File: config.mk
export PLATFORM = sky130hd
export DESIGN_NAME = instr_fetch_ctrl
export DESIGN_NICKNAME = d
export VERILOG_FILES = /design/src/rtl/fetch_pkg.sv /design/src/rtl/fetch_buf.sv /design/src/rtl/instr_fetch_ctrl.sv
export SDC_FILE = /design/constraint.sdc
export NUM_CORES = 1
export LEC_CHECK = 0
export CAP_MARGIN = 5
export CORE_ASPECT_RATIO = 1.2
export CORE_MARGIN = 4
export CORE_UTILIZATION = 54
export DETAILED_ROUTE_END_ITERATION = 16
export GPL_TIMING_DRIVEN = 0
export PLACE_DENSITY = 0.88
export SLEW_MARGIN = 25
export SYNTH_ARGS = -nofsm -noshare
export SYNTH_HDL_FRONTEND = slang
export SYNTH_SLANG_ARGS = --single-unit
File: constraint.sdc
create_clock -name clk -period 17.5 [get_ports clk]
set_input_delay 4.375 -clock clk [delete_from_list [all_inputs] [get_ports clk]]
set_output_delay 4.375 -clock clk [all_outputs]
set_load 0.05 [all_outputs]
File: src/rtl/fetch_pkg.sv
// Shared types and constants for the instruction fetch controller.
package fetch_pkg;

    localparam int XLEN        = 64;
    localparam int ILEN        = 32;
    localparam int INSTR_BYTES = 4;

    typedef enum logic [1:0] {
        ST_IDLE   = 2'd0,
        ST_FETCH  = 2'd1,
        ST_HALTED = 2'd2,
        ST_FAULT  = 2'd3
    } fetch_state_e;

    typedef struct packed {
        logic [XLEN-1:0] pc;
        logic [ILEN-1:0] instr;
    } fetch_entry_t;

endpackage

File: src/rtl/fetch_buf.sv
// Small synchronous FIFO holding fetched {pc, instr} entries; flush empties it.
// Pointer arithmetic assumes a power-of-two depth (only 2 is used).
module fetch_buf
    import fetch_pkg::*;
#(
    parameter int DEPTH = 2
) (
    input  logic         clk,
    input  logic         rst_n,
    input  logic         push,
    input  logic         pop,
    input  logic         flush,
    input  fetch_entry_t wdata,
    output fetch_entry_t rdata,
    output logic         full,
    output logic         empty
);

    localparam int AW = $clog2(DEPTH);

    fetch_entry_t  mem [DEPTH];
    logic [AW-1:0] wr_ptr;
    logic [AW-1:0] rd_ptr;
    logic [AW:0]   count;
    logic          do_push;
    logic          do_pop;

    assign empty   = (count == '0);
    assign full    = (count == (AW+1)'(DEPTH));
    assign do_pop  = pop && !empty && !flush;
    // A full buffer still accepts a push when the head leaves in the same cycle.
    assign do_push = push && !flush && (!full || do_pop);
    assign rdata   = empty ? '0 : mem[rd_ptr];

    always_ff @(posedge clk) begin
        if (!rst_n || flush) begin
            wr_ptr <= '0;
            rd_ptr <= '0;
            count  <= '0;
        end else begin
            if (do_push) wr_ptr <= wr_ptr + 1'b1;
            if (do_pop)  rd_ptr <= rd_ptr + 1'b1;
            case ({do_push, do_pop})
                2'b10:   count <= count + 1'b1;
                2'b01:   count <= count - 1'b1;
                default: ;
            endcase
        end
    end

    always_ff @(posedge clk) begin
        if (do_push && rst_n) mem[wr_ptr] <= wdata;
    end

endmodule

File: src/rtl/instr_fetch_ctrl.sv
// Sequential instruction fetch with a small prefetch buffer and redirect support.
// Define FETCH_MISALIGN_CHECK_EN to trap misaligned redirects into FAULT.
//
// state     | meaning
// ST_IDLE   | after reset, no fetching, buffer drains
// ST_FETCH  | fetching one word per cycle while buffer has room
// ST_HALTED | fetching stopped by halt_i, buffer drains
// ST_FAULT  | misaligned redirect latched, left only by reset
module instr_fetch_ctrl
    import fetch_pkg::*;
#(
    parameter logic [63:0] RESET_PC  = 64'h0,
    parameter int          BUF_DEPTH = 2
) (
    input  logic            clk,
    input  logic            rst_n,
    input  logic            start_i,
    input  logic            halt_i,
    input  logic            redirect_i,
    input  logic [XLEN-1:0] redirect_pc_i,
    output logic [XLEN-1:0] imem_addr_o,
    input  logic [ILEN-1:0] imem_data_i,
    output logic [ILEN-1:0] instr_o,
    output logic [XLEN-1:0] instr_pc_o,
    output logic            instr_valid_o,
    input  logic            instr_ready_i,
    output logic            busy_o,
    output logic            misalign_o
);

    fetch_state_e    state, state_nxt;
    logic [XLEN-1:0] pc, pc_nxt;
    logic            push, pop, flush, full, empty;
    fetch_entry_t    wentry, head;

    always_ff @(posedge clk) begin
        if (!rst_n) begin
            state <= ST_IDLE;
            pc    <= RESET_PC;
        end else begin
            state <= state_nxt;
            pc    <= pc_nxt;
        end
    end

    always_comb begin
        state_nxt = state;
        pc_nxt    = pc;
        push      = 1'b0;
        flush     = 1'b0;
        if (state != ST_FAULT) begin
            if (redirect_i) begin
                flush = 1'b1;
`ifdef FETCH_MISALIGN_CHECK_EN
                if (redirect_pc_i[1:0] != 2'b00) state_nxt = ST_FAULT;
                else                             pc_nxt    = redirect_pc_i;
`else
                pc_nxt = redirect_pc_i & ~XLEN'(INSTR_BYTES - 1);
`endif
            end else if (state == ST_FETCH && (!full || pop)) begin
                push   = 1'b1;
                pc_nxt = pc + XLEN'(INSTR_BYTES);
            end
            // halt_i has priority over start_i
            if (state_nxt != ST_FAULT) begin
                if (halt_i) begin
                    if (state == ST_FETCH) state_nxt = ST_HALTED;
                end else if (start_i && (state == ST_IDLE || state == ST_HALTED)) begin
                    state_nxt = ST_FETCH;
                end
            end
        end
    end

    assign wentry.pc    = pc;
    assign wentry.instr = imem_data_i;
    assign pop          = !empty && instr_ready_i;

    fetch_buf #(
        .DEPTH (BUF_DEPTH)
    ) u_buf (
        .clk   (clk),
        .rst_n (rst_n),
        .push  (push),
        .pop   (pop),
        .flush (flush),
        .wdata (wentry),
        .rdata (head),
        .full  (full),
        .empty (empty)
    );

    assign imem_addr_o   = pc;
    assign instr_o       = head.instr;
    assign instr_pc_o    = head.pc;
    assign instr_valid_o = !empty;
    assign busy_o        = (state == ST_FETCH);
`ifdef FETCH_MISALIGN_CHECK_EN
    assign misalign_o    = (state == ST_FAULT);
`else
    assign misalign_o    = 1'b0;
`endif

endmodule

==> flow_summary.toml <==
[clock_network]
cts_resized = 0
postCtsSetupBuffers = 0
cts_tree = "yes"
ctsHoldBuffers = 0
cts_sinks = 257
cts_made_buffers = 25
h-tree-depth = 1
clkTransAtPathRegs_ns = 0.07
clk_path_buf_depth = 3
clock_latency_ns = 0.53
cts_root_buffer = "clkbuf_16"

[power_and_ir_drop]
power_mw = 1.45
power.leakage_nw = 4.99
p_per_area_nw_per_um2 = 94.8
peakVddDrop_uv = 78.1

[detailed_routing]
drtIter0Drc = 999
routedWlPerCell_um = 22.4
viasPerCell = 6.18
drt_pre_antenna_iters = 6
antenna_left = 0
vias = 9814
wirelength_um = 35500
drc = 0

[sta]
timing_hold_violations_final = 0
finalSetupViolations = 0
relSlewSlack_pct = 42.2
rsz0062_at_grt = "false"
tightestPinTransition_ns = 0.867
setup_tns_ns = 0
finalClockSkew_ns = 0.0220
final_max_slew_viol_count = 0
finalCritPeriodShare_pct = 44.8
max_clock_freq_ghz = 0.128
whs_ns = 0.530
period_needed_ns = 7.84

[global_routing]
antenna_found_initial = 1
grt_remaining_overflow = 0
grt_pass1_wl_um = 54000
grt_pass1_vias = 9623
grt_max_degree = 51
track_usage_pct = 29.0

[synth]
synth_top_cell_by_area = "edfxtp_1"
syn_inst = 1007
ys_seq_elements = 257
syn_area_per_cell_um2 = 11.4
synth_flop_cell = "edfxtp_1"
synth_top_cells_by_count = "188 x edfxtp_1, 153 x nor2_1, 103 x mux2i_1, 78 x nand2_1, 69 x dfxtp_1"
synth_edf_count = 188
synth.distinct_cells = 64
yosysSeqAreaShare_pct = 61.3
yosysTopAreaCellShare_pct = 49.2
synth.area.top_cells = "edfxtp_1 49%, dfxtp_1 12%, mux2i_1 9.0%"
yosysMostFrequentCell = "edfxtp_1"
ys_warn_count = 0
synth-async-reset-ratio_pct = 0
netlist_area_um2 = 11500

[cells_and_area]
nets = 1403
areaGrowthSynthToFinish_pct = 33.5
drive_above_1_share_pct = 5.32
fillers = 1500
final_util_pct = 73.2
final_area_um2 = 15300

[place]
port_buffers = 256
gp_congestion = 0.975
placed_area_um2 = 14500
dp_hpwl_um = 24800

[setup_path]
r2r_slack_ns = 13.77
crit_type = "reg -> out"
crit_arrival_ns = 3.47
crit_required_ns = 13.12
cp-end-kind = "output port"
r2r-end = "u_buf.mem[1][53]$_DFFE_PP_"
reg2reg_from = "state[0]$_SDFFE_PN0P_"
cp-start-kind = "flip-flop"
critPathMaxFanout = 10
reg2reg_depth = 7

[status]
outcome = "complete, no violations"

[floorplan]
ios = 265
rows = 58
start_util_pct = 54.8
die_area_um2 = 23600
die_w_um = 141
die_h_um = 168
core_um2 = 20900

[min_path]
hold_path_end = "u_buf.mem[0][45]$_DFFE_PP_"
hold_path.class = "reg -> reg"
whs_path_depth = 0
hold_start = "imem_addr_o[13]$_SDFFE_PN0P_"

[flow_run]
max_cap_violations = 0
==> worst max path at each step <==
stage	cells past startpoint	endpoint	slack (ns)
global route	6	instr_pc_o[41]	9.47
floorplan	5	u_buf.mem[0][0]$_DFFE_PP_	7.91
CTS	6	instr_pc_o[31]	9.60
detailed placement	7	u_buf.mem[1][49]$_DFFE_PP_	9.78
finish	6	instr_pc_o[50]	9.66
global placement	5	u_buf.mem[0][47]$_DFFE_PP_	4.98
==> where the power goes <==
part / total, mW / switching, mW / internal (mW)
Combinational: 0.214 / 0.137 / 0.0767
Sequential: 0.701 / 0.0259 / 0.675
Clock: 0.536 / 0.231 / 0.306
==> placed cells by master (no fill, tap or decap), types with 6 or more instances in the layout <==
cell type and count:
o211ai_1 16, nand2_1 78, clkinv_1 6, clkbuf_16 25, mux2i_1 103, nor2_1 152, o21ai_0 41, nand4_1 16
dfxtp_1 69, nor4_1 8, clkdlybuf4s50_1 256, a31oi_1 26, or4_1 11, and2_1 6, a22oi_1 7, and3_1 20
nor3_1 13, nand3_1 34, a21oi_1 55, o31ai_1 9, a211oi_1 6, clkinv_2 7, edfxtp_1 188, and4_1 7
clkbuf_1 55
==> routing by layer <==
| layer | part of all wire [%] | GRT usage (%) | vias up | wire length [um] |
|---|---|---|---|---|
| met4 | 4.2 | 13.1 | 0 | 1500 |
| met1 | 37 | 36.7 | 4650 | 13000 |
| li1 | - | - | 4365 | - |
| met5 | 0 | 0 | - | 0 |
| met2 | 49 | 48.8 | 675 | 17300 |
| met3 | 11 | 5.06 | 124 | 3730 |
==> logic make-up after synthesis <==
family | count (synthesis) | share of synthesized area, %
simple gates | 370 | 15.6
flops | 257 | 61.3
compound gates | 195 | 10.8
mux | 103 | 8.99
buf+inv | 73 | 2.62
xor+xnor | 6 | 0.458
fa+ha+maj | 2 | 0.218
other cells | 1 | 0.0327
==> metrics by stage <==
step / std cells / worst slack (ns)
5_1_grt: 1588 / 9.47
6_report: 1588 / 9.66
3_3_place_gp: 1537 / 4.98
4_1_cts: 1587 / 9.60
2_1_floorplan: 1011 / 7.91
3_5_place_dp: 1542 / 9.78
==> area by class of cell <==
cell class / count / area (um2) / share of cell area, %
antenna: 1 / 2.50 / 0.0163
buffer: 67 / 278 / 1.81
clock buffer: 29 / 641 / 4.18
clock inverter: 16 / 151 / 0.989
inverter: 6 / 22.5 / 0.147
multi-input combinational: 681 / 4160 / 27.2
sequential: 257 / 7030 / 45.9
tap: 270 / 338 / 2.21
timing repair buffer: 261 / 2690 / 17.5
==> state kept, by name (all words and copies together) (netlist names), named ones only <==
name	flops
u_buf.mem	188
imem_addr_o	62
state	2
u_buf.count	2
u_buf.rd_ptr	1
u_buf.wr_ptr	1
==> worst max-delay path, stage by stage (launching register included) <==
cell	delay [ns]
dfxtp_1	0.31
clkbuf_1	0.16
clkbuf_1	0.67
clkbuf_1	0.62
mux2i_1	0.17
nor2_1	0.15
clkdlybuf4s50_1	0.86
No activity file was read; power rests on OpenSTA's default activity.
